$ cat src/rtl/ram_arb_pkg.sv
// Shared types for the two-port RAM arbiter: requester identity and reset owner.
package ram_arb_pkg;

    typedef enum logic {
        OWN_A = 1'b0,
        OWN_B = 1'b1
    } owner_t;

    // B counts as last-granted out of reset so A wins the first contention.
    localparam owner_t ARB_RESET_LAST = OWN_B;

endpackage

$ cat src/rtl/rr_arb2.sv
// Two-way combinational round-robin arbiter; bit 0 = A, bit 1 = B.
// With RAM_ARB_LOCK_EN the last-granted requester may hold the grant via lock.
module rr_arb2
    import ram_arb_pkg::*;
(
    input  logic [1:0] req,
`ifdef RAM_ARB_LOCK_EN
    input  logic [1:0] lock,
`endif
    input  logic       last,
    output logic [1:0] gnt
);

    logic w_hold;

`ifdef RAM_ARB_LOCK_EN
    assign w_hold = lock[last];
`else
    assign w_hold = 1'b0;
`endif

    // On contention the non-last requester wins, unless the owner holds its lock.
    always_comb begin
        gnt = req;
        if (req == 2'b11) begin
            gnt = ((last == OWN_B) ^ w_hold) ? 2'b01 : 2'b10;
        end
    end

endmodule

$ cat src/rtl/ram_arbiter_2p.sv
// Shares one single-port RAM between requesters A and B with round-robin
// arbitration and a one-cycle read response strobe. Optional: RAM_ARB_LOCK_EN.
module ram_arbiter_2p
    import ram_arb_pkg::*;
#(
    parameter int DATA_WIDTH = 8,
    parameter int ADDR_WIDTH = 4
) (
    input  logic                  clk,
    input  logic                  rst_n,
    input  logic                  req_a,
    input  logic                  we_a,
    input  logic [ADDR_WIDTH-1:0] addr_a,
    input  logic [DATA_WIDTH-1:0] wdata_a,
`ifdef RAM_ARB_LOCK_EN
    input  logic                  lock_a,
    input  logic                  lock_b,
`endif
    output logic                  gnt_a,
    output logic                  rvalid_a,
    output logic [DATA_WIDTH-1:0] rdata_a,
    input  logic                  req_b,
    input  logic                  we_b,
    input  logic [ADDR_WIDTH-1:0] addr_b,
    input  logic [DATA_WIDTH-1:0] wdata_b,
    output logic                  gnt_b,
    output logic                  rvalid_b,
    output logic [DATA_WIDTH-1:0] rdata_b,
    output logic                  ram_we,
    output logic [ADDR_WIDTH-1:0] ram_addr,
    output logic [DATA_WIDTH-1:0] ram_din,
    input  logic [DATA_WIDTH-1:0] ram_dout
);

    owner_t     r_last_gnt;
    owner_t     r_rd_owner;
    logic       r_rd_valid;
    logic [1:0] w_gnt;
    owner_t     w_win;

    rr_arb2 u_arb (
        .req  ({req_b, req_a}),
`ifdef RAM_ARB_LOCK_EN
        .lock ({lock_b, lock_a}),
`endif
        .last (r_last_gnt),
        .gnt  (w_gnt)
    );

    assign gnt_a = w_gnt[0];
    assign gnt_b = w_gnt[1];
    assign w_win = w_gnt[1] ? OWN_B : OWN_A;

    // Idle cycles park the address on addr_a; the resulting RAM read is never reported.
    always_comb begin
        ram_we   = 1'b0;
        ram_addr = addr_a;
        ram_din  = '0;
        if (w_gnt[0]) begin
            ram_we   = we_a;
            ram_addr = addr_a;
            ram_din  = wdata_a;
        end else if (w_gnt[1]) begin
            ram_we   = we_b;
            ram_addr = addr_b;
            ram_din  = wdata_b;
        end
    end

    always_ff @(posedge clk or negedge rst_n) begin
        if (!rst_n) begin
            r_last_gnt <= ARB_RESET_LAST;
            r_rd_valid <= 1'b0;
            r_rd_owner <= OWN_A;
        end else begin
            if (|w_gnt) begin
                r_last_gnt <= w_win;
            end
            r_rd_valid <= (|w_gnt) & ~ram_we;
            r_rd_owner <= w_win;
        end
    end

    assign rvalid_a = r_rd_valid & (r_rd_owner == OWN_A);
    assign rvalid_b = r_rd_valid & (r_rd_owner == OWN_B);
    assign rdata_a  = ram_dout;
    assign rdata_b  = ram_dout;

endmodule
$ cat config.mk
export PLATFORM = sky130hd
export DESIGN_NAME = ram_arbiter_2p
export DESIGN_NICKNAME = d
export VERILOG_FILES = /design/src/rtl/ram_arb_pkg.sv /design/src/rtl/rr_arb2.sv /design/src/rtl/ram_arbiter_2p.sv
export SDC_FILE = /design/constraint.sdc
export NUM_CORES = 1
export LEC_CHECK = 0
export CAP_MARGIN = 20
export CORE_AREA = 2 2 48 50
export CTS_CLUSTER_DIAMETER = 80
export DETAILED_ROUTE_END_ITERATION = 12
export DIE_AREA = 0 0 50 52
export GPL_TIMING_DRIVEN = 0
export MAX_ROUTING_LAYER = met4
export PLACE_DENSITY = 0.75
export SLEW_MARGIN = 25
export SYNTH_ARGS = -nofsm -noshare
export SYNTH_HDL_FRONTEND = slang
export SYNTH_SLANG_ARGS = --single-unit
export TNS_END_PERCENT = 1
$ cat constraint.sdc
create_clock -name clk -period 1.7 [get_ports clk]
set_clock_uncertainty 0.1 [all_clocks]
set_input_delay 0.255 -clock clk [delete_from_list [all_inputs] [get_ports clk]]
set_output_delay 0.255 -clock clk [all_outputs]
set_load 0.02 [all_outputs]
# --- Word-level counts from Yosys, hierarchy flattened ---
# Index checks and enable logic that the tools add are counted.
op_classes:
  bitwise: 5
  n_eq_ne: 1
  muxes: 9
  reduce_logical: 1
op_table:
  columns: ["op", "n"]
  rows:
  - ["two-way mux 8 bit", 2]
  - ["two-way mux 4 bit", 2]
  - ["two-way mux 2 bit", 2]
  - ["bitwise AND 1 bit", 3]
  - ["two-way mux 1 bit", 3]
  - ["equality test 2 bit (second input constant)", 1]
  - ["NOT 1 bit", 2]
  - ["OR reduction 2 bit", 1]
word_totals:
  out_inout_bits: 33
  in_bits: 38
  register_bits: 3
  wordCells: 19

# --- Longest topological paths before layout ---
# Gate-level depths: netlist (run 1).
logic_depth:
  word_depth: 6
  mapped_depth: 3
  ltp_nobuf: 2

# --- By module ---
# A second synthesis (run 1) with hierarchy kept.
hier_totals:
  cells_unflattened: 45
  area_unflattened_um2: 431.7
modules_own_cells:
  columns: ["mod", "instances", "cells_each", "area_per_inst_um2", "seq_area_each_um2"]
  rows:
  - ["ram_arbiter_2p", 1, 42, 412.9, 76.3]
  - ["rr_arb2", 1, 3, 18.8, 0.0]

# --- Worst setup path after synthesis (run 1) ---
# OpenSTA, ideal clock, no wires.
synth_path:
  path_type: "register to output"
  start: "register r_last_gnt"
  end: "output ram_din[0]"
  setup_slack_ps: 220
  t_required_ps: 1345
  path_stages_with_launch: 4
  n_path_buf: 1
  arrival_ps: 1125
  path_cell_list: "dfstp_2 -> nand2b_1 -> buf_2 -> a32o_1"
synth_between:
  elab_chain_len: 4
synth_lines:
  columns: ["item", "line_no", "source"]
  rows:
  - ["start: declaration", "ram_arbiter_2p.sv:35", "owner_t r_last_gnt;"]
  - ["start signal: assignment", "ram_arbiter_2p.sv:77", "r_last_gnt <= w_win;"]
  - ["two-way mux 2 bit *", "rr_arb2.sv:26", "gnt = ((last == OWN_B) ^ w_hold) ? 2'b01 : 2'b10;"]
  - ["two-way mux 2 bit *", "rr_arb2.sv:25", "if (req == 2'b11) begin"]
  - ["two-way mux 8 bit", "ram_arbiter_2p.sv:63", "end else if (w_gnt[1]) begin"]
  - ["two-way mux 8 bit *", "ram_arbiter_2p.sv:59", "if (w_gnt[0]) begin"]
  - ["end: declaration", "ram_arbiter_2p.sv:31", "output logic [DATA_WIDTH-1:0] ram_din,"]
# Mark *: on every way between the ends. The rest lies on a longest branch, timed or not.

# --- Final worst setup path (run 1) ---
layout_path:
  start: "register r_last_gnt"
  end: "output ram_addr[2]"
layout_between:
  elab_chain_len: 4
layout_lines:
  columns: ["item", "line_no", "source"]
  rows:
  - ["two-way mux 2 bit *", "rr_arb2.sv:26", null]
  - ["two-way mux 2 bit *", "rr_arb2.sv:25", null]
  - ["two-way mux 4 bit", "ram_arbiter_2p.sv:63", null]
  - ["two-way mux 4 bit *", "ram_arbiter_2p.sv:59", null]
  - ["end: declaration", "ram_arbiter_2p.sv:30", "output logic [ADDR_WIDTH-1:0] ram_addr,"]
# Marked as above.

==> impl_metrics.csv, run 1 <==
group,metric,value,unit
worst_setup_path,r2r_slack,0.47,ns
placement,gp_congestion,0.6336,
worst_setup_path,crit_end,"ram_addr[2]",
synthesis,synth_top_area_cell,"buf_4",
power,max-vdd-ir-drop,0.2127,mV
final_layout,filler_cell_count,190,
drt,drt-pass1-iter-count,4,
synthesis,yosysWarnings,0,
drt,post_drt_wl_per_cell,11.86,um
final_layout,antennaDiodeCount,0,
timing,fin_crit,1.780,ns
drt,initialDrtViolationCount,3,
final_layout,multi_input_area,214.0,um2
synthesis,synthMuxAreaShare,10.78,%
worst_setup_path,cp_data_arrival_time,1.42,ns
drt,drc,0,
placement,place_inst,135,
synthesis,synthAdderAreaFrac,0,%
worst_setup_path,cp.required,1.34,ns
worst_setup_path,crit_type,"flop to output port",
synthesis,synth_top_family_by_area,"buffers and inverters",
drt,vias_per_cell,4.120,
power,p_leak,0.5495,nW
clocking,numCtsBuffers,3,
synthesis,synthXorXnorAreaFrac,0,%
synthesis,synthCells,45,
placement,place_area,1074,um2
drt,vias,585,
timing,fin_setup_tns,-0.6699,ns
clocking,cts_hold_buf,0,
worst_setup_path,cp-end-kind,"output port",
timing,grt_setup_unrepaired,"true",
final_layout,design_area,1164,um2
synthesis,synth-compound-area-share,29.64,%
global_routing,grt_max_degree,11,
floorplan,io_pins,71,
timing,setup_viol,13,
worst_setup_path,r2r-end,"r_rd_valid$_DFF_PN0_",
drt,wl,1684,um
placement,io_buffers,62,
flow_run,cap_violations,0,
timing,fmax,561.9,MHz
placement,pre_cts_slack,-0.7209,ns
floorplan,fp.dieH,52,um
worst_setup_path,worstSetupStartpointType,"flop",
worst_setup_path,reg2regPathDepth,3,
final_layout,final_util,55.26,%
status,violations,"setup timing",
drt,postRouteAntennaNets,0,
final_layout,nets,153,
synthesis,synth_nets,83,
final_layout,seqCellArea,76.32,um2
synthesis,ys_top_cells_by_area,"buf_4 31%, a32o_1 24%, dfrtp_1 12%, mux2_2 11%, dfstp_2 6.3%",
power,p_per_area,526.3,nW/um2
timing,slew_headroom,84.91,%
timing,hold_viol,0,
floorplan,core_area,2106,um2
synthesis,seq_area_frac_synth,18.26,%
clocking,clockRootBuffer,"clkbuf_4",
worst_setup_path,startpoint,"r_last_gnt$_DFFE_PN1P_",
floorplan,die_area,2600,um2
final_layout,area_growth,178.4,%
power,power,0.6124,mW
timing,tightest_slew,0.2256,ns
synthesis,synth-simple-area-share,6.886,%
floorplan,start_util,19.85,%
worst_hold_path,hp-class,"input port to async pin",
synthesis,syn_avg_cell_area,9.287,um2
synthesis,ys_ff_latch,3,
global_routing,grtUsageTotal,12.99,%
global_routing,grt_pass1_vias,560,
clocking,h-tree-depth,1,
global_routing,antenna_found_initial,0,
floorplan,die_x,50,um
status,outcome,"complete, but fails checks",
global_routing,grt_first_pass_wirelength,2394,um
clocking,cts.sinks,3,
timing,setup_slack,-0.07964,ns
placement,dp_hpwl,1399,um
synthesis,synth.distinct_cells,14,
clocking,clk_pin_slew,0.04,ns
synthesis,synth_top_area_share,30.54,%
clocking,clock_latency,0.23,ns
worst_setup_path,rr_startpoint,"r_last_gnt$_DFFE_PN1P_",
synthesis,syn_area,417.9,um2
worst_setup_path,worst-path-max-fanout,4,
clocking,clk_path_buf_depth,2,
final_layout,fin_cells,142,
floorplan,rows,17,
timing,hold_ws,0.1005,ns
final_layout,drive_gt1_share,46.49,%
global_routing,overflow,0,
timing,post-route-period-util,104.7,%
timing,finalMaxSlewViolations,0,
clocking,tritoncts,"yes",
-- placed cells by master (no fill, tap or decap) --
master | Yosys | final
a21boi_4 | 1 | 1
a21oi_1 | 1 | 1
a32o_1 | 10 | 5
a32o_2 | 0 | 5
and2_1 | 2 | 1
and2_4 | 0 | 1
buf_12 | 0 | 1
buf_2 | 1 | 4
buf_4 | 17 | 17
buf_6 | 0 | 12
buf_8 | 0 | 1
clkbuf_1 | 1 | 1
clkbuf_2 | 0 | 1
clkbuf_4 | 0 | 3
clkdlybuf4s15_2 | 0 | 1
clkdlybuf4s50_1 | 0 | 44
dfrtp_1 | 2 | 2
dfstp_2 | 1 | 1
dlygate4sd2_1 | 0 | 2
dlymetal6s2s_1 | 0 | 1
inv_1 | 2 | 2
mux2_2 | 4 | 4
nand2b_4 | 0 | 1
nor2_1 | 1 | 1
nor2b_1 | 1 | 1
-- what timing repair did --
item / in CTS / in global routing
endpoints found under the setup margin: 15 / 16
gates cloned: 1 / 0
setup buffers: 2 / 0
gates resized for setup: 91 / 5
pin swaps: 5 / 3
-- registers in the layout, summed over array words and instances (netlist names) --
signal,flops
r_last_gnt,1
r_rd_owner,1
r_rd_valid,1
-- synthesized netlist by cell type --
cell       n
and2_1     2
nand2b_1   1
dfrtp_1    2
inv_1      2
buf_4     17
buf_2      1
clkbuf_1   1
nor2b_1    1
mux2_2     4
a21boi_4   1
a21oi_1    1
a32o_1    10
dfstp_2    1
nor2_1     1
-- power by group --
part	switching, mW	total [mW]	internal [mW]	leakage, nW
logic	0.159	0.396	0.237	0.499
clock network	0.0384	0.126	0.0881	0.0150
registers	0.00701	0.0896	0.0826	0.0354
total	0.204	0.612	0.408	0.550
-- metal layers --
metal,part of all wire (%),track usage (%),vias up
li1,-,-,288
met1,34,12.04,266
met2,59,25.00,27
met3,4.0,1.724,4
met4,2.1,8.333,0
met5,0,-,-
-- critical path: stages (launching register included) --
cell and delay, ns:
dfstp_2 0.57, a21boi_4 0.08, buf_12 0.14, mux2_2 0.27
buf_6 0.13
-- area by class of cell --
| class | count | share of cell area, % |
|---|---|---|
| Sequential cell | 3 | 6.559 |
| Clock buffer | 4 | 2.258 |
| Buffer | 19 | 13.01 |
| Inverter | 2 | 0.6452 |
| Multi-Input combinational cell | 21 | 18.39 |
| Timing Repair Buffer | 65 | 56.13 |
| Tap cell | 28 | 3.011 |
-- logic make-up (layout without fill, tap and decap cells) --
| group | after synthesis | in the layout |
|---|---|---|
| AOI/OAI and AO/OA | 12 | 12 |
| buffers and inverters | 21 | 90 |
| DFF | 3 | 3 |
| muxes | 4 | 4 |
| and+or+nand+nor | 5 | 5 |
-- how the worst min path moves through the flow --
stage,endpoint,start,depth (start not counted)
4_1_cts,r_rd_valid$_DFF_PN0_,rst_n,1
3_3_place_gp,r_rd_owner$_DFF_PN0_,rst_n,1
3_5_place_dp,r_rd_owner$_DFF_PN0_,rst_n,1
6_report,r_rd_valid$_DFF_PN0_,rst_n,1
5_1_grt,r_rd_valid$_DFF_PN0_,rst_n,1
2_1_floorplan,r_rd_owner$_DFF_PN0_,rst_n,0
Power figures use the tool's default switching activity.
==> run 2, diff against run 1 <==
CAP_MARGIN = default   (was 20)
==> results of run 2 <==
Same layout as run 1: the final DEF is identical, and so are final timing and power.
==> run 3, diff against run 2 <==
GPL_TIMING_DRIVEN = 1   (was 0)
==> impl_metrics.csv, run 3 (synthesized netlist as in run 1, its figures left out) <==
group,metric,value,unit
clocking,cts.sinks,3,
status,violations,"setup timing",
floorplan,rows,17,
worst_setup_path,crit_path_max_incr_delay,0.53,ns
drt,wl,1410,um
power,max-vdd-ir-drop,0.2087,mV
final_layout,area_growth,99.10,%
worst_setup_path,crit_chain,"buf_6 -> a21boi_4 -> buf_6 -> buf_6 -> a32o_2 -> buf_6",
clocking,h-tree-depth,1,
power,p_per_area,597.7,nW/um2
clocking,clk_pin_slew,0.04,ns
drt,initialDrtViolationCount,3,
final_layout,antennaDiodeCount,0,
final_layout,mostFrequentLayoutCell,"clkdlybuf4s50_1",
timing,setup_viol,14,
placement,place_inst,104,
timing,setup_slack,-0.1939,ns
drt,post_drt_wl_per_cell,12.82,um
placement,gp_congestion,0.6116,
global_routing,antenna_found_initial,0,
drt,vias_per_cell,4.127,
worst_setup_path,reg2regPathDepth,4,
placement,io_buffers,46,
clocking,numCtsBuffers,3,
worst_setup_path,cpMostUsedCell,"buf_6",
final_layout,fin_cells,110,
final_layout,drive_gt1_share,40.24,%
status,outcome,"complete, but fails checks",
clocking,cts_hold_buf,0,
worst_setup_path,worstSetupStartpointType,"flop",
global_routing,grtUsageTotal,11.55,%
global_routing,grt_pass1_vias,488,
final_layout,final_cell_mix,"28 x clkdlybuf4s50_1, 9 x buf_6, 8 x buf_2",
drt,drt-pass1-iter-count,3,
timing,fin_setup_tns,-2.083,ns
drt,drc,0,
timing,hold_ws,0.1040,ns
timing,hold_viol,0,
timing,finalMaxSlewViolations,0,
clocking,clk_path_buf_depth,2,
clocking,clock_latency,0.23,ns
clocking,clockRootBuffer,"clkbuf_4",
flow_run,cap_violations,0,
final_layout,nets,121,
global_routing,grt_max_degree,13,
drt,vias,454,
worst_setup_path,cp_data_arrival_time,1.54,ns
floorplan,core_area,2106,um2
floorplan,die_area,2600,um2
worst_setup_path,crit_type,"flop to output port",
global_routing,overflow,0,
timing,grt_setup_unrepaired,"true",
timing,fmax,528.0,MHz
placement,pre_cts_slack,-0.6392,ns
clocking,tritoncts,"yes",
drt,postRouteAntennaNets,0,
worst_setup_path,cp-end-kind,"output port",
worst_setup_path,worst-path-max-fanout,7,
floorplan,fp.dieH,52,um
power,power,0.4974,mW
power,p_leak,0.3806,nW
floorplan,die_x,50,um
global_routing,grt_first_pass_wirelength,2194,um
worst_hold_path,hp-class,"input port to async pin",
timing,fin_crit,1.894,ns
final_layout,top_regs,"r_last_gnt (1), r_rd_owner (1), r_rd_valid (1)",
timing,slew_headroom,84.74,%
timing,post-route-period-util,111.4,%
floorplan,start_util,19.85,%
timing,tightest_slew,0.2286,ns
floorplan,io_pins,71,
placement,dp_hpwl,1139,um
worst_setup_path,cp_slowest_cell,"dfstp_2",
worst_setup_path,cp.required,1.34,ns
## run 3: cell type report
type / instances / area [um2]
timing repair buffer: 52 / 483.0
multi-input combinational: 21 / 203.9
sequential: 3 / 76.32
fill: 233 / 1274
tap: 28 / 35.03
inverter: 2 / 7.507
clock buffer: 4 / 26.28
## run 3: worst paths after layout
check	from	to	slack [ns]
setup / recovery	r_last_gnt$_DFFE_PN1P_	ram_din[3]	-0.19
hold / removal	rst_n	r_rd_valid$_DFF_PN0_	0.10
setup reg to reg	r_last_gnt$_DFFE_PN1P_	r_rd_valid$_DFF_PN0_	0.43
hold reg to reg	r_last_gnt$_DFFE_PN1P_	r_last_gnt$_DFFE_PN1P_	0.56
max in group asynchronous	rst_n	r_last_gnt$_DFFE_PN1P_	1.18
min in group clk	req_b	r_last_gnt$_DFFE_PN1P_	0.36
## run 3: power by group
part	total, mW	internal [mW]	switching, mW
Combinational	0.285	0.164	0.121
Sequential	0.0866	0.0824	0.00423
Clock	0.126	0.0881	0.0381
## run 3: repair_timing
item | 4_1_cts | 5_1_grt
buffers inserted | 1 | 1
pin swaps | 1 | 0
gates resized for setup | 70 | 9
endpoints found under the hold margin | 0 | 0
setup endpoints to repair | 15 | 15
## run 3: worst max-delay path: cells and delay by family (launching register included)
| family | cells | cell delay (ns) |
|---|---|---|
| buf+inv | 4 | 0.49 |
| compound gates | 2 | 0.29 |
| flops | 1 | 0.53 |
## run 3: per-layer routing
layer | vias to the layer above | track usage [%] | wire length [um] | share of wire (%)
met5 | - | - | 0 | 0
met4 | 0 | 7.407 | 12 | 0.85
met3 | 2 | 2.586 | 90 | 6.4
met2 | 21 | 19.08 | 799 | 57
met1 | 204 | 12.57 | 508 | 36
li1 | 227 | - | - | -
## run 3: metrics by stage
step / utilization [%] / instance area, um2
after floorplan: - / 417.9
after global placement: 38.32 / 807.0
after detailed placement: 38.32 / 807.0
after CTS: 38.03 / 800.8
after global routing: 39.51 / 832.0
final: 39.51 / 832.0
